==> config.mk <==
export PLATFORM = sky130hd
export DESIGN_NAME = uart_cmd_regfile
export DESIGN_NICKNAME = d
export VERILOG_FILES = /design/src/rtl/uart_cmd_pkg.sv /design/src/rtl/uart_cmd_decode.sv /design/src/rtl/uart_cmd_regfile.sv
export SDC_FILE = /design/constraint.sdc
export NUM_CORES = 1
export LEC_CHECK = 0
export BUFFER_PORTS_ARGS = -buffer_cell sky130_fd_sc_hd__buf_2
export CAP_MARGIN = 30
export CORE_ASPECT_RATIO = 1.25
export CORE_UTILIZATION = 45
export DETAILED_ROUTE_END_ITERATION = 10
export HOLD_SLACK_MARGIN = 0.05
export PLACE_DENSITY = 0.77
export SKIP_LAST_GASP = 1
export SLEW_MARGIN = 5
export SYNTH_ARGS = -nofsm -noshare
export SYNTH_HDL_FRONTEND = slang
export SYNTH_HIERARCHICAL = 1
export SYNTH_SLANG_ARGS = --single-unit
==> constraint.sdc <==
create_clock -name sys_clk -period 6.84 [get_ports sys_clk]
set_clock_uncertainty 0.2 [all_clocks]
set_input_delay 1.026 -clock sys_clk [delete_from_list [all_inputs] [get_ports sys_clk]]
set_output_delay 1.026 -clock sys_clk [all_outputs]
set_load 0.03 [all_outputs]
==> src/rtl/uart_cmd_pkg.sv <==
// Shared constants, field positions and state/kind enums for the UART command register file.
// Successful-write acknowledge pushes are enabled by the UART_CMD_WR_ACK_EN macro (see top level).
package uart_cmd_pkg;

    localparam logic [7:0] CMD_WR     = 8'h01;
    localparam logic [7:0] CMD_RD     = 8'h02;

    localparam logic [7:0] ST_RD_OK   = 8'h5A;
    localparam logic [7:0] ST_WR_ACK  = 8'hA5;
    localparam logic [7:0] ST_NAK     = 8'hEE;

    localparam logic [7:0] NAK_OPCODE = 8'h01;
    localparam logic [7:0] NAK_ADDR   = 8'h02;
    localparam logic [7:0] NAK_RO     = 8'h03;

    // Command and response words share the same field layout
    localparam int OPC_MSB  = 31;
    localparam int OPC_LSB  = 24;
    localparam int ADDR_MSB = 23;
    localparam int ADDR_LSB = 16;
    localparam int DATA_MSB = 15;
    localparam int DATA_LSB = 0;

    typedef enum logic [1:0] {
        S_IDLE   = 2'd0,
        S_DECODE = 2'd1,
        S_EXEC   = 2'd2,
        S_RESP   = 2'd3
    } state_t;

    typedef enum logic [1:0] {
        K_READ  = 2'd0,
        K_WRITE = 2'd1,
        K_NAK   = 2'd2
    } cmd_kind_t;

endpackage

==> src/rtl/uart_cmd_decode.sv <==
// Combinational command classifier: read, write, or NAK with the highest-priority reason code.
module uart_cmd_decode
    import uart_cmd_pkg::*;
#(
    parameter int NUM_REGS = 16
) (
    input  logic [7:0] i_opcode,
    input  logic [7:0] i_addr,
    output cmd_kind_t  o_kind,
    output logic [7:0] o_reason
);

    always_comb begin
        o_kind   = K_NAK;
        o_reason = 8'h00;
        if (i_opcode != CMD_WR && i_opcode != CMD_RD) begin
            o_reason = NAK_OPCODE;
        end else if (int'(i_addr) >= NUM_REGS) begin
            o_reason = NAK_ADDR;
        end else if (i_opcode == CMD_WR && i_addr == 8'h00) begin
            // address 0 is the version register and cannot be written
            o_reason = NAK_RO;
        end else if (i_opcode == CMD_WR) begin
            o_kind = K_WRITE;
        end else begin
            o_kind = K_READ;
        end
    end

endmodule

==> src/rtl/uart_cmd_regfile.sv <==
// UART command decoder and 16-bit control register bank; IDLE->DECODE->EXEC->RESP per command.
// Define UART_CMD_WR_ACK_EN to push an A5 acknowledge for successful writes (silent otherwise).
module uart_cmd_regfile
    import uart_cmd_pkg::*;
#(
    parameter int          NUM_REGS = 16,
    parameter logic [15:0] VERSION  = 16'h0100
) (
    input  logic                     sys_clk,
    input  logic                     rst_n,
    input  logic [31:0]              uart_rx_reg,
    input  logic                     uart_rx_ready,
    output logic [31:0]              uart_tx_reg,
    output logic                     uart_tx_en,
    output logic [NUM_REGS*16-1:0]   reg_bank,
    output logic [NUM_REGS-1:0]      reg_wr_strobe,
    output logic                     busy,
    output logic [7:0]               err_cnt
);

`ifdef UART_CMD_WR_ACK_EN
    localparam bit WR_ACK_PUSH = 1'b1;
`else
    localparam bit WR_ACK_PUSH = 1'b0;
`endif

    state_t                 r_state;
    state_t                 w_state_next;
    logic                   w_busy;
    logic [31:0]            r_cmd;
    cmd_kind_t              r_kind;
    cmd_kind_t              w_kind;
    logic [7:0]             r_reason;
    logic [7:0]             w_reason;
    logic [31:0]            r_tx;
    logic                   r_push;
    logic [NUM_REGS-1:0]    r_strobe;
    logic [NUM_REGS-1:0]    w_strobe_next;
    logic [NUM_REGS*16-1:0] w_bank;
    logic [15:0]            w_rd_data;
    logic [7:0]             r_err;
    logic [1:0]             w_err_inc;
    logic [8:0]             w_err_sum;
    logic                   w_do_write;
    logic                   w_nak_now;
    logic                   w_drop;

    logic [7:0]  w_opcode;
    logic [7:0]  w_addr;
    logic [15:0] w_wdata;

    assign w_opcode = r_cmd[OPC_MSB:OPC_LSB];
    assign w_addr   = r_cmd[ADDR_MSB:ADDR_LSB];
    assign w_wdata  = r_cmd[DATA_MSB:DATA_LSB];

    uart_cmd_decode #(
        .NUM_REGS (NUM_REGS)
    ) u_decode (
        .i_opcode (w_opcode),
        .i_addr   (w_addr),
        .o_kind   (w_kind),
        .o_reason (w_reason)
    );

    always_ff @(posedge sys_clk) begin
        if (!rst_n) begin
            r_state <= S_IDLE;
        end else begin
            r_state <= w_state_next;
        end
    end

    always_comb begin
        w_state_next = r_state;
        w_busy       = (r_state != S_IDLE);
        case (r_state)
            S_IDLE:   if (uart_rx_ready) w_state_next = S_DECODE;
            S_DECODE: w_state_next = S_EXEC;
            S_EXEC:   w_state_next = S_RESP;
            S_RESP:   w_state_next = S_IDLE;
            default:  w_state_next = S_IDLE;
        endcase
    end

    assign w_do_write = (r_state == S_EXEC) && (r_kind == K_WRITE);
    assign w_nak_now  = (r_state == S_EXEC) && (r_kind == K_NAK);
    assign w_drop     = uart_rx_ready && w_busy;

    always_ff @(posedge sys_clk) begin
        if (!rst_n) begin
            r_cmd    <= 32'h0;
            r_kind   <= K_NAK;
            r_reason <= 8'h00;
        end else begin
            if (r_state == S_IDLE && uart_rx_ready) begin
                r_cmd <= uart_rx_reg;
            end
            if (r_state == S_DECODE) begin
                r_kind   <= w_kind;
                r_reason <= w_reason;
            end
        end
    end

    // Register 0 is the constant version word; 1..NUM_REGS-1 are writable
    assign w_bank[15:0]     = VERSION;
    assign w_strobe_next[0] = 1'b0;

    genvar gi;
    generate
        for (gi = 1; gi < NUM_REGS; gi++) begin : g_reg
            logic [15:0] r_val;
            assign w_strobe_next[gi] = w_do_write && (w_addr == 8'(gi));
            always_ff @(posedge sys_clk) begin
                if (!rst_n) begin
                    r_val <= 16'h0000;
                end else if (w_strobe_next[gi]) begin
                    r_val <= w_wdata;
                end
            end
            assign w_bank[gi*16 +: 16] = r_val;
        end
    endgenerate

    always_comb begin
        w_rd_data = 16'h0000;
        for (int i = 0; i < NUM_REGS; i++) begin
            if (w_addr == 8'(i)) w_rd_data = w_bank[i*16 +: 16];
        end
    end

    // Response is built in EXEC; r_tx only changes when a push will follow
    always_ff @(posedge sys_clk) begin
        if (!rst_n) begin
            r_tx     <= 32'h0;
            r_push   <= 1'b0;
            r_strobe <= '0;
        end else begin
            r_strobe <= w_strobe_next;
            if (r_state == S_EXEC) begin
                case (r_kind)
                    K_READ: begin
                        r_tx   <= {ST_RD_OK, w_addr, w_rd_data};
                        r_push <= 1'b1;
                    end
                    K_WRITE: begin
                        r_push <= WR_ACK_PUSH;
                        if (WR_ACK_PUSH) r_tx <= {ST_WR_ACK, w_addr, w_wdata};
                    end
                    default: begin
                        r_tx   <= {ST_NAK, w_addr, w_opcode, r_reason};
                        r_push <= 1'b1;
                    end
                endcase
            end
        end
    end

    assign w_err_inc = {1'b0, w_nak_now} + {1'b0, w_drop};
    assign w_err_sum = {1'b0, r_err} + {7'b0, w_err_inc};

    always_ff @(posedge sys_clk) begin
        if (!rst_n) begin
            r_err <= 8'h00;
        end else begin
            r_err <= w_err_sum[8] ? 8'hFF : w_err_sum[7:0];
        end
    end

    assign uart_tx_reg   = r_tx;
    assign uart_tx_en    = (r_state == S_RESP) && r_push;
    assign reg_bank      = w_bank;
    assign reg_wr_strobe = r_strobe;
    assign busy          = w_busy;
    assign err_cnt       = r_err;

endmodule

==> impl_metrics.ini, run 1 <==
[status]
status = finished, final reports clean

[clock_network]
cts_tree = built
cts_max_path_buffers = 3
clock-sinks = 335
cts_buffers = 35
h-tree-depth = 2
cts_hold_buffers = 0
ctsResizeCount = 0
ctsRootBufferMaster = clkbuf_16
path_clk_slew_ns = 0.06
clk_latency_ns = 0.54
cts_setup_buffers = 0

[floorplanning]
coreArea_sq_um = 32100
rows = 73
die_area_sq_um = 33500
die_y_microns = 205
die_w_microns = 164
io_pins = 349
start_util_pct = 46.0

[drt]
final_antenna_net_count = 0
routedWlPerCell_microns = 24.1
drt_wl_total_microns = 62900
first_pass_iters = 8
via_per_inst = 6.07
drc = 0
drtIter0Drc = 2187
vias = 15900

[worst_hold_path]
min_delay_path_depth = 2
hp-start = uart_tx_reg[21]
holdPathEnd = uart_tx_reg[21]
holdCritPathClass = flop to flop

[synth]
yosys_warnings = 6
async_flop_share_pct = 0
synth-seq-area-share_pct = 45.4
syn-mean-instance-area_sq_um = 7.57
syn_area_sq_um = 14800
netlist_instances = 1949
ys_ff_latch = 335
synth.distinct_cells = 74
synth_ff_type = dfxtp_1
synth_edf_count = 0

[worst_setup_path]
cp-start-kind = flop
reg2regPathDepth = 6
r2r_slack_ns = 2.98
crit_fanout = 26
worst_ep_required_time_ns = 7.06
critical_path_class = flop to flop
critical_path_arrival_ns = 4.08
endpoint_kind = flop
crit_path_max_incr_delay_ns = 0.94
path_cells = clkinv_1 -> nand2_1 -> nor2_1 -> a22oi_1 -> a211oi_1 -> o221a_2
critPathSlowestCell = clkinv_1
r2r-start = r_cmd[16]
r2r-end = uart_tx_reg[13]

[pwr]
p_leak_nw = 7.01
ir_drop_uv = 333
power_density_nw_per_um2 = 306
fin_total_pwr_mw = 5.44

[global_routing]
overflow = 0
grt_pass1_wl_microns = 90300
grt_max_degree = 191
track_usage_pct = 36.3
antenna_found_initial = 2
grt_pass1_vias = 14400

[timing]
slew_viol_final = 0
finalHoldViolCount = 0
slew_headroom_pct = 26.1
finalSetupViolations = 0
rsz0062_at_grt = false
fmax_mhz = 259
period_needed_ns = 3.86
tightestPinTransition_ns = 1.11
tns_ns = 0
fin_crit_sh_pct = 56.4
final.setup.worst_slack_ns = 2.98

[placed_design]
place_hpwl_microns = 44500
pre_cts_ws_ns = 3.24
numPortBuffers = 330
routabilityCongestion = 0.978

[cells_and_area]
syn2layout_area_growth_pct = 20.5
fin_nets = 2221
drive_gt1_share_pct = 21.5
largest_register_ffs = 240
fill_cells = 2952
diodes = 0

[run]
drv_cap = 0
[cell usage in the layout (no fill, tap or decap), types with 6 or more instances in the layout]
cell	n
a31o_2	6
nor2b_1	11
a221oi_1	12
buf_16	6
a31oi_1	8
nor2_1	81
mux2_2	19
clkbuf_8	11
o22ai_1	17
nor4_1	7
nand4_1	6
o32ai_1	6
clkbuf_1	6
a22oi_1	13
dfxtp_1	333
nand2_1	608
mux2i_1	30
nand3_1	15
buf_2	330
buf_8	8
a211o_1	7
a211oi_1	11
nor3_1	11
o21ai_0	56
o211ai_1	7
a21oi_1	354
clkbuf_16	38
nand2b_1	8
o221ai_1	8
conb_1	24
buf_4	23
inv_1	13
[critical path: cells and delay by family, from the launching register on]
| family | cells | cell delay, ns |
|---|---|---|
| AND/OR/NAND/NOR | 2 | 1.05 |
| buffers and inverters | 1 | 0.94 |
| AO/OA/AOI/OAI | 3 | 0.88 |
| flip-flops | 1 | 0.67 |
[area by class of cell]
cell class              count  area [sq um]  area share (%)
inverters                  15          63.8           0.359
clock buffers              55          1120            6.32
well taps                 412           515            2.90
repair buffers            370          2150            12.1
multi-input cells        1423          7200            40.5
clock inverters             4          22.5           0.127
flip-flops and latches    335          6710            37.7
[power by group]
part / internal, mW / switching, mW / leakage [nW]
Clock: 1.13 / 0.792 / 0.566
Combinational: 0.389 / 0.883 / 3.74
Sequential: 2.06 / 0.198 / 2.71
Total: 3.57 / 1.87 / 7.01
[how the worst max path moves through the flow]
stage                       start  cells past startpoint                  end
finish                  r_cmd[16]                      6      uart_tx_reg[13]
global route            r_cmd[19]                      7  g_reg[10].r_val[14]
CTS                     r_cmd[16]                      6      uart_tx_reg[12]
detailed placement      r_cmd[16]                      6      uart_tx_reg[12]
global placement        r_cmd[16]                      6      uart_tx_reg[12]
floorplan           uart_rx_ready                      7           err_cnt[7]
[metrics by stage]
| step | instance area (sq um) | hold slack [ns] | instances | utilization, % |
|---|---|---|---|---|
| 2_1_floorplan | 14800 | 0.245 | 1970 | - |
| 3_3_place_gp | 16300 | 0.245 | 2533 | 50.8 |
| 3_5_place_dp | 16600 | 0.249 | 2549 | 51.7 |
| 4_1_cts | 17700 | 0.257 | 2608 | 55.3 |
| 5_1_grt | 17800 | 0.277 | 2614 | 55.5 |
| 6_report | 17800 | 0.255 | 2614 | 55.5 |
[synthesized netlist by cell type, drive strengths merged, types with 7 or more instances]
cell type / number / area share [%]
o22ai: 17 / 0.72
o211ai: 7 / 0.36
clkbuf: 137 / 3.5
o21ai: 57 / 1.9
nor3: 18 / 1.0
inv: 14 / 0.36
mux2: 19 / 1.4
a211o: 7 / 0.42
o221ai: 8 / 0.47
nor2: 83 / 2.1
mux2i: 30 / 2.0
a211oi: 11 / 0.56
nor2b: 12 / 0.51
nor4: 8 / 0.44
a31oi: 8 / 0.34
nand3: 15 / 0.51
a21oi: 354 / 12
a221oi: 12 / 0.71
a22oi: 13 / 0.66
buf: 60 / 2.5
dfxtp: 335 / 45
nand2b: 8 / 0.34
nand2: 608 / 15
[per-layer routing]
metal	share of wire, %	up-vias	global-route usage, %	wire length, microns
li1	-	7029	-	-
met1	36	7385	44.9	22600
met2	45	1223	57.4	28400
met3	12	231	7.05	7500
met4	6.9	4	23.3	4340
met5	0.040	-	0	25
[kinds of logic after synthesis]
kind of cell    Yosys count  synth area share [%]
simple gates            787                  22.1
buf+inv                 212                  6.38
xor+xnor                  4                 0.237
other cells               3                0.0763
compound gates          552                  21.6
flops                   335                  45.4
mux                      50                  3.64
fa+ha+maj                 6                 0.559
Note: power is estimated with default switching activity, not from simulation.
==> run 2, diff against run 1 <==
==> constraint.sdc (replaced) <==
create_clock -name sys_clk -period 3.7 [get_ports sys_clk]
set_clock_uncertainty 0.2 [all_clocks]
set_input_delay 0.555 -clock sys_clk [delete_from_list [all_inputs] [get_ports sys_clk]]
set_output_delay 0.555 -clock sys_clk [all_outputs]
set_load 0.03 [all_outputs]
==> impl_metrics.ini, run 2 (same netlist as run 1, synthesis figures left out) <==
[worst_hold_path]
holdCritPathClass = input pin to flop
hp-start = uart_rx_reg[17]

[pwr]
fin_total_pwr_mw = 9.99
ir_drop_uv = 496
power_density_nw_per_um2 = 557
switching_share_pct = 34.6
clkPwrFrac_pct = 34.6
p_int_mw = 6.54
p_switching_mw = 3.45
seqPwrFrac_pct = 41.7
p_comb_share_pct = 23.7
p_leak_nw = 7.11

[drt]
first_pass_iters = 9
final_antenna_net_count = 0
drtIter0Drc = 2068
routedWlPerCell_microns = 23.5
drt_wl_total_microns = 62100
vias = 15800
drc = 0
via_per_inst = 5.97

[worst_setup_path]
startpoint = r_cmd[18]
r2r-start = r_cmd[18]
critical_path_class = flop to flop
critical_path_arrival_ns = 3.55
crit_fanout = 8
worst_ep_required_time_ns = 3.97
cp-start-kind = flop
endpoint_kind = flop

[clock_network]
cts_setup_buffers = 0
ctsRootBufferMaster = clkbuf_16
ctsResizeCount = 0
cts_max_path_buffers = 3
cts_tree = built
cts_buffers = 35
cts_hold_buffers = 0
path_clk_slew_ns = 0.06
h-tree-depth = 2
clock-sinks = 335
clk_latency_ns = 0.54

[global_routing]
track_usage_pct = 36.0
met3_usage_pct = 6.09
antenna_found_initial = 0
grt_pass1_wl_microns = 89800
grt_max_degree = 130
overflow = 0
top_usage_layer = met2
grt_pass1_vias = 14600
met2_usage_pct = 57.1
use_met1_pct = 45.0

[cells_and_area]
utilization_pct = 55.9
fin_nets = 2252
syn2layout_area_growth_pct = 21.4
final_area_sq_um = 17900
diodes = 0
final_cells = 2644
drive_gt1_share_pct = 22.4
final_cell_mix = nand2_1, a21oi_1, dfxtp_1
final_common_cell = nand2_1
fill_cells = 2956
largest_register_ffs = 240

[timing]
rsz0062_at_grt = false
tns_ns = 0
fin_crit_sh_pct = 88.5
tightestPinTransition_ns = 1.14
finalSetupViolations = 0
whs_ns = 0.0629
slew_headroom_pct = 23.8
fmax_mhz = 305
period_needed_ns = 3.27
slew_viol_final = 0
final.setup.worst_slack_ns = 0.425
finalHoldViolCount = 0

[floorplanning]
die_area_sq_um = 33500
start_util_pct = 46.0
die_y_microns = 205
die_w_microns = 164
io_pins = 349
rows = 73
coreArea_sq_um = 32100

[placed_design]
place_hpwl_microns = 44500
numPortBuffers = 330
dp_cells = 2581
pre_cts_ws_ns = 0.669
routabilityCongestion = 1.02
place_area_sq_um = 16700

[status]
status = finished, final reports clean

[run]
drv_cap = 0
## run 2: path summary, 6_finish.rpt
path,end,cells after the start,slack (ns)
worst max-delay path,uart_tx_reg[9],6,0.43
worst min-delay path,r_cmd[17],3,0.06
worst max register to register,uart_tx_reg[9],6,0.43
worst min register to register,uart_tx_reg[20],2,0.26
## run 2: power by group through the flow
stage	Clock (mW)	Combinational [mW]	Sequential, mW
detailed placement	0	2.22	4.26
floorplan	0	1.45	4.15
global placement	0	2.05	4.32
finish	3.46	2.37	4.17
CTS	3.46	2.23	4.18
global route	3.63	2.49	4.17
## run 2: area by class of cell
cell class / instances / area [sq um] / area share, %
well taps: 412 / 515 / 2.88
clock buffers: 51 / 1030 / 5.74
clock inverters: 7 / 67.6 / 0.377
multi-input cells: 1423 / 7200 / 40.2
inverters: 15 / 63.8 / 0.356
repair buffers: 401 / 2340 / 13.0
flip-flops and latches: 335 / 6710 / 37.5
## run 2: critical path: stages, from the launching register on
cell      delay, ns
dfxtp_1        0.35
nor2b_1        0.76
nand2_1        0.45
nor2_1         0.34
a22oi_1        0.19
a211oi_1       0.62
o221a_2        0.30
## run 2: per-layer routing
metal / up-vias / routed length [microns]
met5: - / 0
met4: 0 / 4220
met3: 230 / 6110
met2: 1062 / 28400
met1: 7394 / 23400
li1: 7096 / -
==> run 3, diff against run 2 <==
--- a/config.mk
+++ b/config.mk
@@ -8,10 +8,11 @@
 export BUFFER_PORTS_ARGS = -buffer_cell sky130_fd_sc_hd__buf_2
 export CAP_MARGIN = 30
 export CORE_ASPECT_RATIO = 1.25
-export CORE_UTILIZATION = 45
+export CORE_UTILIZATION = 40
 export DETAILED_ROUTE_END_ITERATION = 10
+export GPL_TIMING_DRIVEN = 0
 export HOLD_SLACK_MARGIN = 0.05
-export PLACE_DENSITY = 0.77
+export PLACE_DENSITY = 0.7
 export SKIP_LAST_GASP = 1
 export SLEW_MARGIN = 5
 export SYNTH_ARGS = -nofsm -noshare
==> impl_metrics.ini, run 3 (same netlist as run 1, synthesis figures left out) <==
[status]
status = finished, final reports clean

[clock_network]
cts_hold_buffers = 0
cts_buffers = 35
cts_max_path_buffers = 3
cts_tree = built
clock-sinks = 335
clk_latency_ns = 0.55
h-tree-depth = 2
path_clk_slew_ns = 0.06
cts_setup_buffers = 0
ctsRootBufferMaster = clkbuf_16

[drt]
routedWlPerCell_microns = 26.3
vias = 16700
drtIter0Drc = 2077
first_pass_iters = 6
drt_wl_total_microns = 75100
drc = 0
via_per_inst = 5.86
final_antenna_net_count = 0

[timing]
period_needed_ns = 3.69
finalSetupViolations = 0
slew_viol_final = 0
slew_headroom_pct = 18.8
fin_crit_sh_pct = 99.7
final.setup.worst_slack_ns = 0.0101
finalHoldViolCount = 0
fmax_mhz = 271
rsz0062_at_grt = false
tns_ns = 0
tightestPinTransition_ns = 1.22
whs_ns = 0.0586

[floorplanning]
rows = 78
coreArea_sq_um = 36300
start_util_pct = 40.7
die_w_microns = 174
io_pins = 349
die_y_microns = 217
die_area_sq_um = 37700

[cells_and_area]
final_cell_mix = nand2_1, buf_2, a21oi_1
drive_gt1_share_pct = 21.3
final_area_sq_um = 18400
diodes = 0
seqCellArea_sq_um = 6710
multi_input_area_sq_um = 7200
syn2layout_area_growth_pct = 24.4
largest_register_ffs = 240
fin_nets = 2391
fill_cells = 3630
final_common_cell = nand2_1

[placed_design]
place_area_sq_um = 17300
routabilityCongestion = 1.03
numPortBuffers = 330
place_hpwl_microns = 56600
pre_cts_ws_ns = -0.210

[worst_setup_path]
critical_path_arrival_ns = 3.89
cp-start-kind = flop
endpoint = uart_tx_reg[11]
r2r_slack_ns = 0.01
startpoint = r_cmd[17]
worst_ep_required_time_ns = 3.90
crit_fanout = 10
r2r-start = r_cmd[17]
critical_path_class = flop to flop
r2r-end = uart_tx_reg[11]
endpoint_kind = flop
reg2regPathDepth = 8

[global_routing]
grt_max_degree = 15
grt_pass1_wl_microns = 106000
track_usage_pct = 38.7
overflow = 0
grt_pass1_vias = 15500
antenna_found_initial = 1

[pwr]
power_density_nw_per_um2 = 560
ir_drop_uv = 326
p_leak_nw = 7.26

[run]
drv_cap = 0

[worst_hold_path]
holdCritPathClass = input pin to flop
run 3: layout make-up:
class                   instances  area share (%)
multi-input cells            1423            39.2
flip-flops and latches        335            36.5
repair buffers                343            9.97
clock buffers                  48            5.42
plain buffers                 197            4.86
well taps                     480            3.27
clock inverters                10           0.463
inverters                      15           0.307
run 3: worst min-delay path by stage:
stage	startpoint	end	depth (start not counted)
after global placement	uart_tx_reg[23]	uart_tx_reg[23]	2
after global routing	uart_rx_reg[6]	r_cmd[6]	3
after floorplan	r_cmd[30]	r_cmd[30]	2
final	uart_rx_reg[14]	r_cmd[14]	3
after CTS	uart_rx_reg[14]	r_cmd[14]	3
after detailed placement	uart_tx_reg[21]	uart_tx_reg[21]	2
run 3: through the flow:
stage | cells | utilization, % | power [mW]
6_report | 2851 | 50.6 | 10.3
4_1_cts | 2851 | 50.6 | 10.1
3_3_place_gp | 2780 | 47.1 | 6.69
5_1_grt | 2851 | 50.6 | 10.5
3_5_place_dp | 2793 | 47.6 | 6.76
2_1_floorplan | 1970 | - | 5.59
run 3: worst max-delay path, cell delays in order (launching register included):
cell and delay, ns:
dfxtp_1 0.35, buf_2 0.23, buf_2 0.34, buf_2 0.47, clkbuf_2 0.37, clkbuf_1 0.76, a222oi_1 0.34, a21oi_1 0.38
a211oi_1 0.09
run 3: report_power, final:
group | switching [mW] | total (mW) | internal (mW) | leakage (nW)
Clock | 1.52 | 3.46 | 1.95 | 0.535
Sequential | 0.158 | 3.96 | 3.80 | 2.71
Combinational | 2.10 | 2.86 | 0.758 | 4.02
run 3: per-layer routing:
layer	routed length [microns]	up-vias	global-route usage [%]	share of wire [%]
li1	-	7361	-	-
met1	28000	7952	46.5	37
met2	33900	1127	62.1	45
met3	7680	277	8.30	10
met4	5420	2	26.1	7.2
met5	8	-	0	0.011
run 3: what timing repair did:
item	in CTS	in global routing
endpoints found under the hold margin	0	0
cloned	0	0
endpoints found under the setup margin	5	8
resized for setup	3	9
pin swaps	0	1
